==> src/rtl/gpio_mmio_port.sv <==
`default_nettype none
// +-------------------------------------------------------------------------+
// | Module      : gpio_mmio_port                                            |
// | Description : Memory-mapped GPIO port with an OUT register, a           |
// |               synchronized and debounced IN register, rising-edge       |
// |               capture with write-1-to-clear, an interrupt mask and a    |
// |               registered level interrupt.                               |
// | Revision    : 1.0 - initial release                                     |
// +-------------------------------------------------------------------------+
module gpio_mmio_port #(
   parameter int WIDTH           = 8,
   parameter int DEBOUNCE_CYCLES = 4
) (
   input  logic             clk_i,
   input  logic             reset_i,
   input  logic [1:0]       addr_i,
   input  logic             we_i,
   input  logic             re_i,
   input  logic [31:0]      wdata_i,
   output logic [31:0]      rdata_o,
   input  logic [WIDTH-1:0] GPIO_i,
   output logic [WIDTH-1:0] GPIO_o,
   output logic             irq_o
);

   localparam logic [1:0] ADDR_OUT  = 2'd0;
   localparam logic [1:0] ADDR_IN   = 2'd1;
   localparam logic [1:0] ADDR_EDGE = 2'd2;
   localparam logic [1:0] ADDR_MASK = 2'd3;

   localparam logic [7:0] CNT_MAX  = 8'(DEBOUNCE_CYCLES);
   localparam logic [7:0] CNT_LOAD = 8'(DEBOUNCE_CYCLES - 1);

   // Input conditioning state
   logic [WIDTH-1:0] sync_meta;
   logic [WIDTH-1:0] sync_stable;
   logic [WIDTH-1:0] sync_prev;
   logic [7:0]       stable_cnt;
   logic [WIDTH-1:0] in_reg;

   // Register file state
   logic [WIDTH-1:0] out_reg;
   logic [WIDTH-1:0] mask_reg;
   logic [WIDTH-1:0] edge_reg;
   logic             irq_reg;
   logic [31:0]      rdata_reg;

   // Combinational helpers
   logic             sync_changed;
   logic             in_load;
   logic [WIDTH-1:0] in_next;
   logic [WIDTH-1:0] edge_rise;
   logic [WIDTH-1:0] edge_clear;
   logic [31:0]      read_mux;
   logic             wr_out;
   logic             wr_mask;
   logic             wr_edge;

   // Upper write-data bits carry no state; fold them into a sink.
   generate
      if (WIDTH < 32) begin : g_unused_wdata
         logic unused_wdata_hi;
         assign unused_wdata_hi = ^wdata_i[31:WIDTH];
      end
   endgenerate

   // Debounce decision: the whole input vector must be unchanged for the
   // full stable window before it is accepted into IN.
   always_comb begin
      sync_changed = (sync_stable != sync_prev);
      in_load      = !sync_changed && (stable_cnt == CNT_LOAD);
      in_next      = in_load ? sync_stable : in_reg;
      edge_rise    = in_next & ~in_reg;
   end

   // Bus decode; the edge-capture clear mask only exists during an EDGE write.
   always_comb begin
      wr_out     = we_i && (addr_i == ADDR_OUT);
      wr_mask    = we_i && (addr_i == ADDR_MASK);
      wr_edge    = we_i && (addr_i == ADDR_EDGE);
      edge_clear = wr_edge ? wdata_i[WIDTH-1:0] : '0;
   end

   // Read multiplexer, zero-extended to the bus width.
   always_comb begin
      read_mux = '0;
      case (addr_i)
         ADDR_OUT:  read_mux[WIDTH-1:0] = out_reg;
         ADDR_IN:   read_mux[WIDTH-1:0] = in_reg;
         ADDR_EDGE: read_mux[WIDTH-1:0] = edge_reg;
         ADDR_MASK: read_mux[WIDTH-1:0] = mask_reg;
         default:   read_mux            = '0;
      endcase
   end

   // Two-flop synchronizer, previous-value tracker, stable counter and IN.
   always_ff @(posedge clk_i) begin
      if (reset_i) begin
         sync_meta   <= '0;
         sync_stable <= '0;
         sync_prev   <= '0;
         stable_cnt  <= '0;
         in_reg      <= '0;
      end else begin
         sync_meta   <= GPIO_i;
         sync_stable <= sync_meta;
         sync_prev   <= sync_stable;
         if (sync_changed) begin
            stable_cnt <= '0;
         end else if (stable_cnt != CNT_MAX) begin
            stable_cnt <= stable_cnt + 8'd1;
         end
         in_reg <= in_next;
      end
   end

   // Software-visible registers, interrupt and registered read data.
   // A new rising edge overrides a simultaneous write-1-to-clear.
   always_ff @(posedge clk_i) begin
      if (reset_i) begin
         out_reg   <= '0;
         mask_reg  <= '0;
         edge_reg  <= '0;
         irq_reg   <= 1'b0;
         rdata_reg <= '0;
      end else begin
         if (wr_out) begin
            out_reg <= wdata_i[WIDTH-1:0];
         end
         if (wr_mask) begin
            mask_reg <= wdata_i[WIDTH-1:0];
         end
         edge_reg <= (edge_reg & ~edge_clear) | edge_rise;
         irq_reg  <= |(edge_reg & mask_reg);
         if (re_i) begin
            rdata_reg <= read_mux;
         end
      end
   end

   assign GPIO_o  = out_reg;
   assign irq_o   = irq_reg;
   assign rdata_o = rdata_reg;

endmodule
`default_nettype wire

==> config.mk <==
export PLATFORM = sky130hd
export DESIGN_NAME = gpio_mmio_port
export DESIGN_NICKNAME = d
export VERILOG_FILES = /design/src/rtl/gpio_mmio_port.sv
export SDC_FILE = /design/constraint.sdc
export NUM_CORES = 1
export LEC_CHECK = 0
export ABC_AREA = 1
export CORE_MARGIN = 4
export CORE_UTILIZATION = 50
export DETAILED_ROUTE_END_ITERATION = 10
export PLACE_DENSITY = 0.84
export SETUP_SLACK_MARGIN = 0.02
export SKIP_CTS_REPAIR_TIMING = 1
export SYNTH_ARGS = -nofsm -noshare
export SYNTH_HDL_FRONTEND = slang
export SYNTH_SLANG_ARGS = --single-unit
==> constraint.sdc <==
create_clock -name clk_i -period 2.15 [get_ports clk_i]
set_input_delay 0.5375 -clock clk_i [delete_from_list [all_inputs] [get_ports clk_i]]
set_output_delay 0.5375 -clock clk_i [all_outputs]
set_load 0.005 [all_outputs]
==> results.txt, run 1 <==
outcome = completed
critical path's slowest cell = clkdlybuf4s50_1
# rows = 29
crit path buf inv count = 1
Synth cell types = 32
Routed WL = 6936 um
YS warnings = 0
gpl congestion = 0.9039
setup_tns = 0 ns
largest net degree at the start of global routing = 42
via count = 2801
total leakage power = 1.605 nW
Worst path max stage delay = 0.53 ns
post-DR wirelength/cell = 12.08 um
Core ar. = 6350 um^2
Worst Setup EP = GPIO_o[2]
io pins = 87
delay-heaviest family, CP = buffers and inverters
post-synthesis register bit count = 73
ant diodes = 0
All-Layer GR Usage = 0.1905
multiplexer share of the synthesized area = 0
CTS tree = yes
1st-iter DRT viols = 259
most common cell after layout, fill and taps aside = nand2_1
Fillers = 568
post-synthesis simple-gate area fraction = 0.2530
final setup vio count = 0
starting density of the core = 0.5149
worst r2r path cells = 9
XOR/XNOR Fraction of Synth Area = 0.01339
drt pass-1 iters = 6
GR Overflow Total = 0
Worst-Skew Late Latency = 0.35 ns
mapped cell area = 3269 um^2
Die Height = 88.86 um
Max Root-Sink Buffers = 2
met2 Use GR = 0.3050
Final HPWL DP = 5142 um
critical path class = reg -> out
Final Max Tran Viols = 0
most frequent cells in the layout = nand2_1, dfxtp_1, inv_1
cts bufs inserted = 9
critical path arrival = 1.24 ns
largest family of logic cells by synthesized area = simple AND/OR/NAND/NOR gates
Req. time, crit path = 1.61 ns
hold slack final = 0.4027 ns
Post-Synth Adder-Cell Area = 0.007654
Period Utilization, post-route = 0.8284
Setup crit end kind = output port
Worst-path clk slew = 0.08 ns
Worst R2R Setup Slack = 0.54 ns
met1 Usage GRT = 0.2443
Worst R2R Start = stable_cnt[0]
# nets final = 541
maxcap violations = 0
share of layout cells above drive strength 1 = 0.09658
CTS root buf = clkbuf_8
syn avg cell area = 7.298 um^2
post-route ant nets = 0
Mapped Cells = 448
vias per cell = 4.880
sequential area share after synthesis = 0.4470
compound-cell area share of the yosys netlist = 0.1129
M3 GR Usage = 0.06052
initial antenna violation count = 0
Residual DRC = 0
Buffers on Ports = 38
worst vdd ir = 0.9308 mV
RSZ-0062 raised after global routing = no
Die Span X = 88.86 um
instance count on the critical path = 1
maximum clock frequency = 561.4 MHz
CP Launch Type = flop
H-tree depth = 3
global-route wire length before repair = 11560 um
area of the multi-input gates = 1355 um^2
hold_sp = sync_meta[4]
cells along the critical path = clkdlybuf4s50_1
Fin. Hold Viols = 0
CP startpoint = GPIO_o[2]
grt peak-use layer = met2
Period minus WS final = 1.781 ns
die footprint = 7896 um^2
HP Class = reg -> reg
vias in the first global route = 2584
Register Area = 1461 um^2
Power Density = 718.9 nW/um^2
Worst R2R End = in_reg[5]
Worst Path Max Fanout = 3
# clock sinks = 73
area grow syn2layout = 18.10%
Clock Skew = 0.009239 ns
==> cell type report <==
class                      count  area share
sequential                    73      0.3785
clock buffer                  11     0.03921
multi-input combinational    283      0.3509
clock inverter                 4     0.01361
timing repair buffer          47      0.1160
inverter                      79     0.07680
tap                           77     0.02495
==> kinds of logic after synthesis <==
| kind of cell | after synthesis |
|---|---|
| AND/OR/NAND/NOR | 186 |
| buffers and inverters | 115 |
| flip-flops | 73 |
| AO/OA/AOI/OAI | 66 |
| XOR/XNOR | 5 |
| adder cells (fa/ha/maj) | 2 |
| other | 1 |
==> power breakdown <==
part           internal [W]  total (W)  switching (W)  leakage [nW]
clock network      0.000592    0.00109       0.000498        0.0937
logic              0.000117   0.000265       0.000147         0.916
registers           0.00139    0.00142      0.0000270         0.596
total               0.00210    0.00278       0.000673          1.61
==> metal layers <==
layer  part of all wire  routed length (um)
met1               0.42                2893
met2               0.49                3422
met3              0.075                 520
met4              0.014                 100
met5                  0                   0
==> per-stage QoR <==
step	area (um^2)	worst slack (ns)	utilization	total power, W	cells
after detailed placement	3657	0.08179	0.5760	0.001714	559
after global placement	3657	0.09149	0.5760	0.001707	559
after CTS	3861	0.3566	0.6081	0.002794	574
final	3861	0.3689	0.6081	0.002776	574
after floorplan	3356	0.7416	-	0.001622	471
after global routing	3861	0.2821	0.6081	0.002903	574
==> synth_stat cells <==
cell type,n,share of area
a41oi_1,1,0.0027
nand4_1,9,0.017
conb_1,1,0.0011
inv_1,68,0.078
nor3_1,2,0.0031
xnor2_1,1,0.0027
a31oi_1,2,0.0038
nor2_4,1,0.0034
nand2_1,85,0.098
nor2_1,49,0.056
buf_6,2,0.0069
o21ai_1,1,0.0015
nor2_2,5,0.0096
a221oi_1,1,0.0027
clkinv_1,3,0.0034
inv_2,8,0.0092
buf_4,24,0.055
ha_1,2,0.0077
dfxtp_1,73,0.45
o211ai_1,6,0.014
a21oi_1,31,0.047
o21ai_0,18,0.028
clkbuf_1,8,0.0092
nor2_8,1,0.0061
buf_2,2,0.0031
o22ai_1,4,0.0077
a211oi_1,1,0.0023
nand3_1,26,0.040
nand2_2,7,0.013
nand4_4,1,0.0065
xor2_1,4,0.011
o221a_2,1,0.0034
==> worst min path at each step <==
stage,endpoint,slack [ns],cells past startpoint
after floorplan,sync_stable[0],0.39,2
after global placement,sync_stable[6],0.39,2
after detailed placement,sync_stable[6],0.39,2
after CTS,sync_stable[2],0.40,2
after global routing,sync_stable[4],0.43,2
final,sync_stable[4],0.40,2
(Power assumes the default switching activity.)
==> run 2: changes to the inputs <==
--- a/config.mk
+++ b/config.mk
@@ -7,9 +7,9 @@
 export LEC_CHECK = 0
 export ABC_AREA = 1
 export CORE_MARGIN = 4
-export CORE_UTILIZATION = 50
+export CORE_UTILIZATION = 44
 export DETAILED_ROUTE_END_ITERATION = 10
-export PLACE_DENSITY = 0.84
+export PLACE_DENSITY = 0.79
 export SETUP_SLACK_MARGIN = 0.02
 export SKIP_CTS_REPAIR_TIMING = 1
 export SYNTH_ARGS = -nofsm -noshare
==> constraint.sdc (replaced) <==
create_clock -name clk_i -period 1.6 [get_ports clk_i]
set_input_delay 0.4 -clock clk_i [delete_from_list [all_inputs] [get_ports clk_i]]
set_output_delay 0.4 -clock clk_i [all_outputs]
set_load 0.005 [all_outputs]
==> run 2 against run 1 <==
Compared with the run above: first-iteration DRC count down 20%; combinational power up 47%; power up 33%; die area up 12%; register-to-register slack worse by 0.39 ns; global-route usage down 2.7 points; worst setup slack worse by 0.24 ns; critical endpoint is now rdata_o[1].
==> results.txt, run 2 (synthesized netlist as in run 1, its figures left out) <==
final setup vio count = 0 (unchanged)
Cells after DPL = 591 (+5.7%)
GR Overflow Total = 0 (unchanged)
die footprint = 8874 um^2 (+12%)
critical path arrival = 1.71 ns (+0.47 ns)
CTS tree = yes
area grow syn2layout = 24.42%
post-route cell area = 4068 um^2 (+5.3%)
Period minus WS final = 1.469 ns
share of layout cells above drive strength 1 = 0.1412 (+0.04460)
Buffers on Ports = 38 (unchanged)
Residual DRC = 0 (unchanged)
pre-CTS setup slack = -0.2785 ns (-0.3603 ns)
RSZ-0062 raised after global routing = yes
setup_tns = 0 ns (unchanged)
worst setup margin = 0.1307 ns (-0.2382 ns)
vias in the first global route = 2520 (-2.5%)
maximum clock frequency = 680.6 MHz
largest net degree at the start of global routing = 31 (-26%)
Die Span X = 94.20 um (+6.0%)
# clock sinks = 73 (unchanged)
io pins = 87 (unchanged)
Final HPWL DP = 5447 um (+5.9%)
Period Utilization, post-route = 0.9183
Die Height = 94.20 um (+6.0%)
H-tree depth = 3 (unchanged)
total leakage power = 1.961 nW (+22%)
worst vdd ir = 0.4911 mV (-47%)
maxcap violations = 0 (unchanged)
Req. time, crit path = 1.84 ns (+0.23 ns)
Worst R2R Start = stable_cnt[0]
drt pass-1 iters = 5 (-1)
initial antenna violation count = 0 (unchanged)
worst r2r path cells = 8 (-1)
CTS root buf = clkbuf_8
# nets final = 553 (+2.2%)
cts bufs inserted = 9 (unchanged)
hold path cells = 2 (unchanged)
outcome = completed
CP startpoint = addr_i[0]
Clock Skew = 0.005009 ns (-0.004230 ns)
ant diodes = 0 (unchanged)
most common cell after layout, fill and taps aside = nand2_1
HP Class = reg -> reg
hold_sp = sync_meta[4]
critical path class = in -> reg
# rows = 31 (+6.9%)
Power Density = 906.1 nW/um^2 (+26%)
CP Launch Type = input pin
most frequent cells in the layout = nand2_1, inv_1, dfxtp_1
gpl congestion = 0.8534 (-5.6%)
Worst Path Max Fanout = 4 (+1)
post-DR wirelength/cell = 11.88 um (-1.7%)
post-route ant nets = 0 (unchanged)
Final Max Tran Viols = 0 (unchanged)
Worst-path clk slew = 0.08 ns (about the same)
starting density of the core = 0.4508 (-0.06413)
Core ar. = 7253 um^2 (+14%)
Routed WL = 7233 um (+4.3%)
vias per cell = 4.675 (-4.2%)
Placed Area = 3797 um^2 (+3.8%)
via count = 2847 (+1.6%)
1st-iter DRT viols = 207 (-20%)
Setup crit end kind = flop
global-route wire length before repair = 11420 um (-1.2%)
Final Non-Filler Cells = 609 (+6.1%)
Fin. Hold Viols = 0 (unchanged)
All-Layer GR Usage = 0.1635 (-0.02694)
Worst-Skew Late Latency = 0.34 ns (about the same)
Max Root-Sink Buffers = 2 (unchanged)
## run 2: where the power goes
group / internal [W] / switching, W
clock network: 0.000718 / 0.000664
registers: 0.00188 / 0.0000373
logic: 0.000180 / 0.000210
## run 2: worst max-delay path, cell delays in order
cell and delay (ns):
clkdlybuf4s50_1 0.52, buf_4 0.14, nor2_1 0.07, nand2_1 0.06
nand2_1 0.07, a21oi_1 0.18, nand3_1 0.11, o211ai_1 0.10
inv_1 0.05
## run 2: final cells by class
| type | count | area [um^2] |
|---|---|---|
| sequential | 73 | 1475 |
| multi-input combinational | 284 | 1374 |
| tap | 99 | 123.9 |
| clock inverter | 5 | 56.30 |
| timing repair buffer | 58 | 610.6 |
| inverter | 79 | 296.5 |
| fill | 682 | 3186 |
| clock buffer | 11 | 131.4 |
## run 2: stage by stage
step / hold WS [ns] / total power [W] / util
finish: 0.4021 / 0.003686 / 0.5608
global route: 0.4221 / 0.003852 / 0.5608
CTS: 0.4069 / 0.003708 / 0.5494
detailed placement: 0.3954 / 0.002337 / 0.5235
global placement: 0.3899 / 0.002327 / 0.5235
floorplan: 0.3883 / 0.002180 / -
## run 2: layer usage
metal / wire length [um] / global-route usage
met5: 0 / 0
met4: 116 / 0.06619
met3: 372 / 0.02724
met2: 3576 / 0.2707
met1: 3168 / 0.2107
## run 2: final timing paths
kind	to	slack, ns
worst min register to register	sync_stable[4]	0.40
worst max register to register	in_reg[1]	0.15
worst min-delay path	sync_stable[4]	0.40
worst max-delay path	rdata_o[1]	0.13
==> run 3: changes to the inputs <==
--- a/config.mk
+++ b/config.mk
@@ -6,6 +6,7 @@
 export NUM_CORES = 1
 export LEC_CHECK = 0
 export ABC_AREA = 1
+export CAP_MARGIN = 15
 export CORE_MARGIN = 4
 export CORE_UTILIZATION = 44
 export DETAILED_ROUTE_END_ITERATION = 10
==> results of run 3 <==
The final DEF is identical to that of run 2; final timing and power are the same.
